<file path="config.mk">
export PLATFORM = sky130hd
export DESIGN_NAME = rgb2yuv444
export DESIGN_NICKNAME = d
export VERILOG_FILES = /design/src/rtl/rgb2yuv444.sv
export SDC_FILE = /design/constraint.sdc
export NUM_CORES = 1
export LEC_CHECK = 0
export ABC_CLOCK_PERIOD_IN_PS = 4850
export CORE_UTILIZATION = 55
export CTS_BUF_LIST = sky130_fd_sc_hd__clkbuf_8
export DETAILED_ROUTE_END_ITERATION = 16
export PLACE_DENSITY = 0.77
export SETUP_SLACK_MARGIN = 0.3
export SYNTH_ARGS = -nofsm -noshare
export SYNTH_HDL_FRONTEND = slang
export SYNTH_SLANG_ARGS = --single-unit
</file>
<file path="constraint.sdc">
create_clock -name clk -period 4.85 [get_ports clk]
set_clock_uncertainty 0.05 [all_clocks]
set_input_delay 1.2125 -clock clk [delete_from_list [all_inputs] [get_ports clk]]
set_output_delay 1.2125 -clock clk [all_outputs]
set_load 0.01 [all_outputs]
</file>
<file path="src/rtl/rgb2yuv444.sv">
// RGB888 -> YUV444 converter (BT.601 full range; studio range under RGB2YUV_LIMITED_RANGE_EN), plus per-frame pixel audit.
// Latency: fixed 3 cycles, one pixel per clock.
// Backpressure: none; every valid input pixel is accepted.
module rgb2yuv444 #(
    parameter int FRAME_PIXELS = 2073600,
    parameter int CNT_BITS     = 22
) (
    input  logic                clk,
    input  logic                rst,
    input  logic                rgb_data_valid,
    input  logic [23:0]         rgb_data,
    input  logic                EOF,
    output logic                yuv_data_valid,
    output logic [23:0]         yuv_data,
    output logic                yuv_eof,
    output logic                frame_done,
    output logic                frame_err,
    output logic [CNT_BITS-1:0] frame_pix_cnt
);

`ifdef RGB2YUV_LIMITED_RANGE_EN
    localparam logic [7:0] K_YR = 8'd66,  K_YG = 8'd129, K_YB = 8'd25;
    localparam logic [7:0] K_UR = 8'd38,  K_UG = 8'd74,  K_UB = 8'd112;
    localparam logic [7:0] K_VR = 8'd112, K_VG = 8'd94,  K_VB = 8'd18;
    localparam logic signed [17:0] Y_OFS = 18'sd16;
    localparam logic signed [17:0] Y_MIN = 18'sd16, Y_MAX = 18'sd235;
    localparam logic signed [17:0] C_MIN = 18'sd16, C_MAX = 18'sd240;
`else
    localparam logic [7:0] K_YR = 8'd77,  K_YG = 8'd150, K_YB = 8'd29;
    localparam logic [7:0] K_UR = 8'd43,  K_UG = 8'd85,  K_UB = 8'd128;
    localparam logic [7:0] K_VR = 8'd128, K_VG = 8'd107, K_VB = 8'd21;
    localparam logic signed [17:0] Y_OFS = 18'sd0;
    localparam logic signed [17:0] Y_MIN = 18'sd0, Y_MAX = 18'sd255;
    localparam logic signed [17:0] C_MIN = 18'sd0, C_MAX = 18'sd255;
`endif

    localparam logic [CNT_BITS-1:0] CNT_MAX   = '1;
    localparam logic [CNT_BITS-1:0] FRAME_CNT = CNT_BITS'(FRAME_PIXELS);

    function automatic logic signed [17:0] ext(input logic [15:0] p);
        return $signed({2'b00, p});
    endfunction

    function automatic logic [7:0] clamp8(input logic signed [17:0] x,
                                          input logic signed [17:0] lo,
                                          input logic signed [17:0] hi);
        logic [7:0] r;
        if (x < lo)      r = lo[7:0];
        else if (x > hi) r = hi[7:0];
        else             r = x[7:0];
        return r;
    endfunction

    logic [7:0] r_in, g_in, b_in;
    assign r_in = rgb_data[23:16];
    assign g_in = rgb_data[15:8];
    assign b_in = rgb_data[7:0];

    logic [2:0]               vld_d, vld_q, eof_d, eof_q;
    logic [15:0]              prod_d [9];
    logic [15:0]              prod_q [9];
    logic signed [17:0]       y_sum_d, u_sum_d, v_sum_d;
    logic signed [17:0]       y_sum_q, u_sum_q, v_sum_q;
    logic [23:0]              yuv_data_d, yuv_data_q;
    logic [CNT_BITS-1:0]      pix_cnt_d, pix_cnt_q;
    logic [CNT_BITS-1:0]      frame_pix_cnt_d, frame_pix_cnt_q;
    logic                     frame_done_d, frame_done_q;
    logic                     frame_err_d, frame_err_q;
    logic [CNT_BITS:0]        cnt_inc;
    logic [CNT_BITS-1:0]      cnt_sat;

    always_comb begin
        vld_d = {vld_q[1:0], rgb_data_valid};
        eof_d = {eof_q[1:0], EOF & rgb_data_valid};

        // Stage 1: unsigned coefficient magnitudes; signs are applied in stage 2.
        prod_d[0] = 16'(r_in) * 16'(K_YR);
        prod_d[1] = 16'(g_in) * 16'(K_YG);
        prod_d[2] = 16'(b_in) * 16'(K_YB);
        prod_d[3] = 16'(r_in) * 16'(K_UR);
        prod_d[4] = 16'(g_in) * 16'(K_UG);
        prod_d[5] = 16'(b_in) * 16'(K_UB);
        prod_d[6] = 16'(r_in) * 16'(K_VR);
        prod_d[7] = 16'(g_in) * 16'(K_VG);
        prod_d[8] = 16'(b_in) * 16'(K_VB);

        y_sum_d = 18'sd128 + ext(prod_q[0]) + ext(prod_q[1]) + ext(prod_q[2]);
        u_sum_d = 18'sd128 - ext(prod_q[3]) - ext(prod_q[4]) + ext(prod_q[5]);
        v_sum_d = 18'sd128 + ext(prod_q[6]) - ext(prod_q[7]) - ext(prod_q[8]);

        yuv_data_d = yuv_data_q;
        if (vld_q[1]) begin
            yuv_data_d = {clamp8((y_sum_q >>> 8) + Y_OFS,   Y_MIN, Y_MAX),
                          clamp8((u_sum_q >>> 8) + 18'sd128, C_MIN, C_MAX),
                          clamp8((v_sum_q >>> 8) + 18'sd128, C_MIN, C_MAX)};
        end
    end

    // Frame audit runs on the output stream so counts line up with yuv_eof.
    always_comb begin
        cnt_inc         = {1'b0, pix_cnt_q} + (CNT_BITS+1)'(1);
        cnt_sat         = cnt_inc[CNT_BITS] ? CNT_MAX : cnt_inc[CNT_BITS-1:0];
        pix_cnt_d       = pix_cnt_q;
        frame_pix_cnt_d = frame_pix_cnt_q;
        frame_done_d    = 1'b0;
        frame_err_d     = frame_err_q;
        if (vld_q[2]) begin
            if (eof_q[2]) begin
                pix_cnt_d       = '0;
                frame_pix_cnt_d = cnt_sat;
                frame_done_d    = 1'b1;
                if (cnt_sat != FRAME_CNT) frame_err_d = 1'b1;
            end else begin
                pix_cnt_d = cnt_sat;
                if (cnt_sat == CNT_MAX) frame_err_d = 1'b1;
            end
        end
    end

    always_ff @(posedge clk) begin
        if (!rst) begin
            vld_q           <= '0;
            eof_q           <= '0;
            for (int i = 0; i < 9; i++) prod_q[i] <= '0;
            y_sum_q         <= '0;
            u_sum_q         <= '0;
            v_sum_q         <= '0;
            yuv_data_q      <= '0;
            pix_cnt_q       <= '0;
            frame_pix_cnt_q <= '0;
            frame_done_q    <= 1'b0;
            frame_err_q     <= 1'b0;
        end else begin
            vld_q           <= vld_d;
            eof_q           <= eof_d;
            for (int i = 0; i < 9; i++) prod_q[i] <= prod_d[i];
            y_sum_q         <= y_sum_d;
            u_sum_q         <= u_sum_d;
            v_sum_q         <= v_sum_d;
            yuv_data_q      <= yuv_data_d;
            pix_cnt_q       <= pix_cnt_d;
            frame_pix_cnt_q <= frame_pix_cnt_d;
            frame_done_q    <= frame_done_d;
            frame_err_q     <= frame_err_d;
        end
    end

    assign yuv_data_valid = vld_q[2];
    assign yuv_eof        = eof_q[2];
    assign yuv_data       = yuv_data_q;
    assign frame_done     = frame_done_q;
    assign frame_err      = frame_err_q;
    assign frame_pix_cnt  = frame_pix_cnt_q;

endmodule

</file>
======== After elaboration in Yosys (flattened, before gate mapping) ========
Memories as Yosys holds them, arrays and structs flattened.
Index checks and enable logic that the tools add are counted.
storage, ports and cells
  register bits ........................... 130
  memory bits (writable) .................. 144
  input bits .............................. 28
  output and inout bits ................... 50
  word-level logic and storage cells ...... 76
  memories ................................ 1
memories
  name    words  width  rd ports  clocked after Yosys merged registers in  wr ports  line  RTL
  prod_q  9      16     9         0                                        9         61    logic [15:0] prod_q [9];
operators by class
  add/subtract/negate cells ............... 12
  multiply operators ...................... 7
  $lt $le $gt $ge ......................... 6
  eq/ne operators ......................... 3
  multiplexer cells ....................... 23
  bitwise gates (word level) .............. 10
  reductions and logical operators ........ 4
operators with widths
  kind                     count
  $mux W16                 9
  $mul A8 B7 Y15 const B   4
  $mux W8                  6
  $mux W22                 2
  $add A18 B17 Y18         2
  $add A8 B16 Y17 const A  2
  $mul A8 B5 Y13 const B   2
  $add A22 B1 Y23 const B  1
  $add A10 B9 Y11 const B  2
  $eq A22 B22 Y1 const B   1
  $gt A11 B9 Y1 const B    2
  $lt A11 B1 Y1 const B    2
  $ne A22 B21 Y1 const B   1
  $add A17 B16 Y18         1
  $sub A17 B16 Y18         1
  $sub A17 B17 Y18         1
  $sub A18 B17 Y18         1
  $sub A8 B16 Y17 const A  1
  $mul A8 B6 Y14 const B   1
  $gt A10 B9 Y1 const B    1
  $lt A10 B1 Y1 const B    1
  $or A1 B1 Y1             9
  $mux W1                  6
  $reduce_and A2 Y1        2
  4 further kinds          4

======== Logic depth before layout (Yosys ltp) ========
Gate-level depths: netlist of run 1.
  depth in word-level cells ............... 5
  mapped depth ............................ 15
  mapped depth without buffers ............ 15

======== Worst setup path after synthesis of run 1 ========
Ideal clock, no wire load.
  path type ............................... in2reg
  from .................................... input port rgb_data[9]
  to ...................................... memory prod_q[7][14] (netlist: prod_q[0][126])
  setup time .............................. 0.128 ns
  data arrival time ....................... 4.456 ns
  data required time ...................... 4.672 ns
  setup slack ............................. 0.217 ns
  stages .................................. 13
  buffers on the path ..................... 0
  cell sequence ........................... ha_1 fa_1 fa_1 inv_1 fa_1 inv_1 ha_1 or2_2 a21oi_1 a211oi_1 o31ai_1 xnor2_1 nor2_1
RTL lines
  element          line  RTL
  start, declared  11    input logic [23:0] rgb_data,
  end, declared    61

==> flow_summary.json, run 1 <==
{
  "top_ff_cell_synth": "sky130_fd_sc_hd__dfxtp_1",
  "synth.top_cells.by_area": "sky130_fd_sc_hd__dfxtp_1 27%, sky130_fd_sc_hd__ha_1 24%, sky130_fd_sc_hd__fa_1 11%",
  "cts-root-to-sink-buffers": 3,
  "num_antenna_cells": 0,
  "grt_antenna_before_repair": 0,
  "rsz0062_at_grt": "false",
  "pin_count_of_the_biggest_net_entering_global_routing": 106,
  "ys_seq_elements": 208,
  "start_util_pct": 56.18,
  "floorplan.rows": 61,
  "first_pass_iteration_count_of_the_detailed_router": 6,
  "cts_sinks": 208,
  "critPathArrivalTime_ps": 4720,
  "final_count_of_hold_timing_violations": 0,
  "instances_no_fill": 2267,
  "fmax_mhz": 227.1,
  "power-per-cell-area_nw_per_um2": 511.1,
  "synthesis.instances": 1708,
  "mappedNetlistNets": 2113,
  "drc": 0,
  "worst_path_max_fanout": 4,
  "synth_async_sr_flop_share_pct": 0,
  "worst_setup_hold_path_clk_slew_ps": 60,
  "route.vias.total": 12290,
  "min_period_over_period_pct": 90.81,
  "dpl_worst_slack_ps": -357.8,
  "maxSlewHeadroom_pct": 24.70,
  "insertion_delay_ps": 530,
  "flow.area_growth_from_synthesis_pct": 16.40,
  "cts_hold_repair.buffers": 0,
  "crit_required_ps": 5160,
  "place.detailed.hpwl_um": 28080,
  "finalWorstPathRequiredPeriod_ps": 4404,
  "initialDrtViolationCount": 685,
  "cts_inserted_buffers": 37,
  "actual_transition_at_the_worst_max_transition_pin_ps": 1129,
  "synth_top_cell_area_share_pct": 26.60,
  "tritoncts_clock_tree": "built",
  "die_w_um": 170.7,
  "root_buffer": "sky130_fd_sc_hd__clkbuf_8",
  "ys_types": 66,
  "run_status": "completed",
  "global_route.usage.total_pct": 24.81,
  "cells_after_dpl": 2204,
  "drt_wl_total_um": 35720,
  "number_of_synthesized_flops_with_an_enable_pin": 0,
  "fin_nets": 2270,
  "post_synth.cell_area_avg_um2": 9.164,
  "nFillCells": 2228,
  "worst_hold_path_type": "flop to flop",
  "drtAntennaViolNets": 0,
  "core_area_um2": 27860,
  "die-area_um2": 29140,
  "drv_cap": 0,
  "setup.worst_path.class": "primary input to flop",
  "finalMaxSlewViolations": 0,
  "post_cts.repair.setup_buffers": 0,
  "global_route_wire_length_before_repair_um": 58210,
  "synth.yosys.seq_area_share_pct": 26.60,
  "synth_area_leader_cell": "sky130_fd_sc_hd__dfxtp_1",
  "detail_route.vias_per_cell": 5.419,
  "height_of_the_chip_um": 170.7,
  "end_kind": "flop",
  "most-common-layout-cells": "291 x sky130_fd_sc_hd__ha_1, 208 x sky130_fd_sc_hd__dfxtp_1, 206 x sky130_fd_sc_hd__inv_1",
  "start_kind": "primary input",
  "globalRoute.totalOverflow": 0,
  "wl_per_cell_um": 15.76,
  "port-buffer-count": 77,
  "power.leakage_nw": 8.731,
  "htree_num_levels": 2,
  "synth-warning-count": 0,
  "setup_viol": 0,
  "peak_ir_drop_on_the_vdd_network_v": 0.0004198,
  "first_global_vias": 12410,
  "mostFrequentLayoutCell": "sky130_fd_sc_hd__ha_1",
  "netlist_area_um2": 15650,
  "gp_congestion": 0.9155,
  "final_layout_size_suffix_gt1_share_pct": 9.423,
  "ios": 78,
  "p_total_mw": 9.312,
  "final_critical_path_setup_slack_ps": 445.7
}
critical path, stage by stage:
cell,delay (ps)
sky130_fd_sc_hd__clkdlybuf4s50_1,500
sky130_fd_sc_hd__ha_1,370
sky130_fd_sc_hd__inv_1,60
sky130_fd_sc_hd__fa_1,480
sky130_fd_sc_hd__fa_1,560
sky130_fd_sc_hd__inv_1,50
sky130_fd_sc_hd__ha_1,300
sky130_fd_sc_hd__a21oi_1,190
sky130_fd_sc_hd__nor2b_1,90
sky130_fd_sc_hd__o21a_1,190
sky130_fd_sc_hd__o41ai_2,250
sky130_fd_sc_hd__buf_4,180
sky130_fd_sc_hd__buf_4,100
sky130_fd_sc_hd__xor2_1,130
sky130_fd_sc_hd__nor2_1,50
cells by family (layout without fill, tap and decap cells):
group / after synthesis / after routing / share of synthesized area, %
mux: 17 / 17 / 1.087
buf+inv: 251 / 432 / 6.164
fa+ha+maj: 377 / 377 / 34.12
flops: 208 / 208 / 26.60
xor+xnor: 93 / 93 / 5.204
simple gates: 482 / 482 / 15.26
compound gates: 280 / 280 / 11.56
sequential cells by signal, summed over array words and instances (netlist names):
signal         count
eof_q              3
frame_done         1
frame_err          1
frame_pix_cnt     22
pix_cnt_q         22
prod_q           102
u_sum_q           10
v_sum_q           10
vld_q              3
y_sum_q           10
yuv_data          24
area by class of cell:
type / count / area, um^2 / share of cell area (%)
multi-input combinational: 1249 / 10600 / 58.17
clock inverter: 20 / 172.7 / 0.9477
clock buffer: 43 / 591.8 / 3.248
inverter: 199 / 749.5 / 4.114
tap: 378 / 473.0 / 2.596
timing repair buffer: 170 / 1470 / 8.070
sequential: 208 / 4164 / 22.86
Yosys cell counts (5+ instances only):
cell                       number
sky130_fd_sc_hd__ha_1         294
sky130_fd_sc_hd__dfxtp_1      208
sky130_fd_sc_hd__inv_1        198
sky130_fd_sc_hd__nor2_1       183
sky130_fd_sc_hd__a21oi_1       88
sky130_fd_sc_hd__fa_1          83
sky130_fd_sc_hd__nor3_1        62
sky130_fd_sc_hd__nand2_1       56
sky130_fd_sc_hd__o21ai_0       53
sky130_fd_sc_hd__xnor2_1       49
sky130_fd_sc_hd__and2_1        44
sky130_fd_sc_hd__xor2_1        44
sky130_fd_sc_hd__clkbuf_1      40
sky130_fd_sc_hd__nand2b_1      34
sky130_fd_sc_hd__nand3_1       25
sky130_fd_sc_hd__a21o_1        23
sky130_fd_sc_hd__nor2b_1       19
sky130_fd_sc_hd__mux2i_1       17
sky130_fd_sc_hd__a211oi_1      15
sky130_fd_sc_hd__a31oi_1       15
sky130_fd_sc_hd__nand4_1       11
sky130_fd_sc_hd__o21a_1        11
sky130_fd_sc_hd__and3_1         9
sky130_fd_sc_hd__or3_1          9
sky130_fd_sc_hd__o21bai_1       8
sky130_fd_sc_hd__o31ai_1        7
sky130_fd_sc_hd__a41oi_1        6
sky130_fd_sc_hd__o41ai_1        6
sky130_fd_sc_hd__or2_2          6
sky130_fd_sc_hd__a311oi_1       5
sky130_fd_sc_hd__a31o_2         5
sky130_fd_sc_hd__nor4_1         5
where the power goes:
part | switching [mW] | internal (mW)
clock network | 0.724 | 0.971
registers | 0.215 | 2.07
logic | 2.90 | 2.43
total | 3.84 | 5.47
path summary, 6_finish.rpt:
path | from | endpoint | slack [ps] | cells past startpoint
worst min-delay path | eof_q[1] | eof_q[2] | 380 | 1
worst max-delay path | rgb_data[22] | prod_q[0][59] | 450 | 15
worst max register to register | prod_q[0][103] | u_sum_q[17] | 900 | 14
worst min register to register | eof_q[1] | eof_q[2] | 380 | 1
per-stage QoR:
step                hold slack (ps)  TNS [ps]  area (um^2)  util [%]
floorplan                     361.9         0        15670         -
global placement              365.4     -1546        17390     62.42
detailed placement            366.9     -3428        17390     62.42
CTS                           382.0         0        18160     65.19
global route                  401.0         0        18220     65.40
finish                        382.0         0        18220     65.40
per-layer routing:
layer | global-route usage [%] | share of wire, % | vias to the layer above
met5 | 0 | 0 | -
met2 | 43.41 | 48 | 257
li1 | - | - | 6152
met1 | 30.88 | 45 | 5800
met3 | 3.539 | 3.8 | 77
met4 | 9.127 | 2.7 | 0
timing repair:
item | in CTS | in global routing
resized for setup | 6 | 17
setup endpoints to repair | 5 | 22
pin swaps | 4 | 5
Note: power is estimated with default switching activity, not from simulation.
==> run 2, diff against run 1 <==
--- a/config.mk
+++ b/config.mk
@@ -9,7 +9,7 @@
 export CORE_UTILIZATION = 55
 export CTS_BUF_LIST = sky130_fd_sc_hd__clkbuf_8
 export DETAILED_ROUTE_END_ITERATION = 16
-export PLACE_DENSITY = 0.77
+export PLACE_DENSITY = 0.89
 export SETUP_SLACK_MARGIN = 0.3
 export SYNTH_ARGS = -nofsm -noshare
 export SYNTH_HDL_FRONTEND = slang
==> flow_summary.json, run 2 (synthesized netlist as in run 1, its figures left out) <==
{
  "initialDrtViolationCount": 828,
  "crit_chain": "clkdlybuf4s50_1, inv_1, fa_1, inv_1, ha_1, fa_1, ha_1, a21oi_1, o21bai_1, a2111oi_1, buf_4, o31ai_1, xnor2_1, nor2_1",
  "run_status": "completed",
  "mostFrequentLayoutCell": "sky130_fd_sc_hd__ha_1",
  "final_count_of_hold_timing_violations": 0,
  "min_from": "vld_q[0]",
  "worst_hold_path_type": "flop to flop",
  "end_kind": "flop",
  "final_layout_size_suffix_gt1_share_pct": 9.979,
  "rr_worst_depth": 14,
  "flow.area_growth_from_synthesis_pct": 16.34,
  "power-per-cell-area_nw_per_um2": 506.6,
  "critPathMaxStageDelay_ps": 540,
  "place.detailed.hpwl_um": 29540,
  "start_util_pct": 56.18,
  "insertion_delay_ps": 530,
  "num_antenna_cells": 0,
  "finalWorstPathRequiredPeriod_ps": 4468,
  "fin_nets": 2275,
  "global_route.usage.total_pct": 26.52,
  "finalMaxSlewViolations": 0,
  "p_switching_mw": 3.954,
  "regMostFlops": "prod_q",
  "setup_viol": 0,
  "seqPwrFrac_pct": 24.9,
  "htree_num_levels": 2,
  "p_total_mw": 9.225,
  "pin_count_of_the_biggest_net_entering_global_routing": 84,
  "first_pass_iteration_count_of_the_detailed_router": 5,
  "min_period_over_period_pct": 92.12,
  "fmax_mhz": 223.8,
  "cts_sinks": 208,
  "die-area_um2": 29140,
  "drc": 0,
  "worst_hold_path.endpoint": "vld_q[1]",
  "crit_required_ps": 5190,
  "ios": 78,
  "share_clk_of_total_power_pct": 15.9,
  "most-common-layout-cells": "290 x sky130_fd_sc_hd__ha_1, 210 x sky130_fd_sc_hd__inv_1, 208 x sky130_fd_sc_hd__dfxtp_1",
  "wl_per_cell_um": 16.72,
  "die_w_um": 170.7,
  "height_of_the_chip_um": 170.7,
  "worst_setup_hold_path_clk_slew_ps": 60,
  "globalRoute.totalOverflow": 0,
  "drtAntennaViolNets": 0,
  "internal_power_mw": 5.271,
  "floorplan.rows": 61,
  "slowest_stage": "sky130_fd_sc_hd__fa_1",
  "global_route_wire_length_before_repair_um": 61690,
  "reg2reg_from": "prod_q[0][103]",
  "power.leakage_nw": 8.709,
  "instances_no_fill": 2272,
  "rsz0062_at_grt": "false",
  "r2r_end": "u_sum_q[17]",
  "power.combinational.fraction_pct": 59.2,
  "drv_cap": 0,
  "drt_wl_total_um": 37990,
  "setup.worst_path.class": "primary input to flop",
  "cp.buffers_inverters": 4,
  "first_global_vias": 13100,
  "timing.reg2reg.setup_slack_ps": 720,
  "cells_after_dpl": 2210,
  "nFillCells": 2085,
  "root_buffer": "sky130_fd_sc_hd__clkbuf_8",
  "worst_path_dominant_cell_family": "adder cells",
  "gp_congestion": 0.9492,
  "detail_route.vias_per_cell": 5.564,
  "grt_antenna_before_repair": 0,
  "port-buffer-count": 77,
  "hold-worst-slack_ps": 391.0,
  "start_kind": "primary input",
  "route.vias.total": 12640,
  "max_ffs_per_register": 102,
  "tritoncts_clock_tree": "built",
  "actual_transition_at_the_worst_max_transition_pin_ps": 1099,
  "cts_hold_repair.buffers": 0,
  "p_sw_share_pct": 42.86,
  "cts-root-to-sink-buffers": 3,
  "core_area_um2": 27860,
  "whs_path_depth": 1,
  "cts_inserted_buffers": 35,
  "peak_ir_drop_on_the_vdd_network_v": 0.0004258,
  "worst_path_max_fanout": 2,
  "critPathArrivalTime_ps": 4810,
  "maxSlewHeadroom_pct": 26.71
}
## run 2: layout make-up
class                   count  area [um^2]  area share, %
clock buffers              40        550.5          3.023
clock inverters            21        102.6         0.5635
inverters                 199        749.5          4.116
multi-input cells        1249        10650          58.50
flip-flops and latches    208         4164          22.87
well taps                 378        473.0          2.597
repair buffers            177         1518          8.335
## run 2: per-layer routing
metal | part of all wire, % | track usage [%]
met5 | 0 | 0
met4 | 4.0 | 12.30
met3 | 4.6 | 3.747
met2 | 49 | 47.61
met1 | 42 | 31.08
## run 2: metrics by stage
stage / instance area, um^2 / setup WS [ps] / utilization, % / TNS (ps)
2_1_floorplan: 15670 / 342.9 / - / 0
3_3_place_gp: 17430 / -207.5 / 62.58 / -1273
3_5_place_dp: 17430 / -325.6 / 62.58 / -3547
4_1_cts: 18100 / 301.1 / 64.96 / 0
5_1_grt: 18210 / 257.2 / 65.36 / 0
6_report: 18210 / 382.3 / 65.36 / 0
## run 2: worst register-to-register path: stages, from the launching register on
cell and delay, ps:
sky130_fd_sc_hd__dfxtp_1 350, sky130_fd_sc_hd__inv_1 150, sky130_fd_sc_hd__ha_1 240, sky130_fd_sc_hd__nand3b_1 140
sky130_fd_sc_hd__o21ai_0 300, sky130_fd_sc_hd__nand2b_1 180, sky130_fd_sc_hd__nor2_1 180, sky130_fd_sc_hd__xnor2_1 190
sky130_fd_sc_hd__fa_1 480, sky130_fd_sc_hd__ha_1 370, sky130_fd_sc_hd__nand3_1 120, sky130_fd_sc_hd__a211oi_1 80
sky130_fd_sc_hd__o31ai_1 680, sky130_fd_sc_hd__a211oi_1 210, sky130_fd_sc_hd__a2111oi_0 280
## run 2: power by group through the flow
stage	clock (mW)	sequential [mW]	combinational (mW)
after global routing	1.57	2.32	6.08
final	1.47	2.30	5.46
after detailed placement	0	2.33	5.24
after global placement	0	2.31	4.95
after CTS	1.49	2.29	5.32
after floorplan	0	2.24	3.82
## run 2: repair_timing
item,in CTS,in global routing
buffers inserted,0,1
pin swaps,4,11
cloned,0,0
gates resized for setup,5,23
setup endpoints to repair,4,18
## run 2: worst max path at each step
| stage | startpoint | end | cells after the start |
|---|---|---|---|
| finish | rgb_data[1] | prod_q[0][44] | 14 |
| detailed placement | rgb_data[9] | prod_q[0][77] | 16 |
| global placement | rgb_data[12] | prod_q[0][126] | 14 |
| floorplan | rgb_data[9] | prod_q[0][126] | 13 |
| CTS | rgb_data[20] | prod_q[0][59] | 15 |
| global route | rgb_data[8] | prod_q[0][77] | 16 |
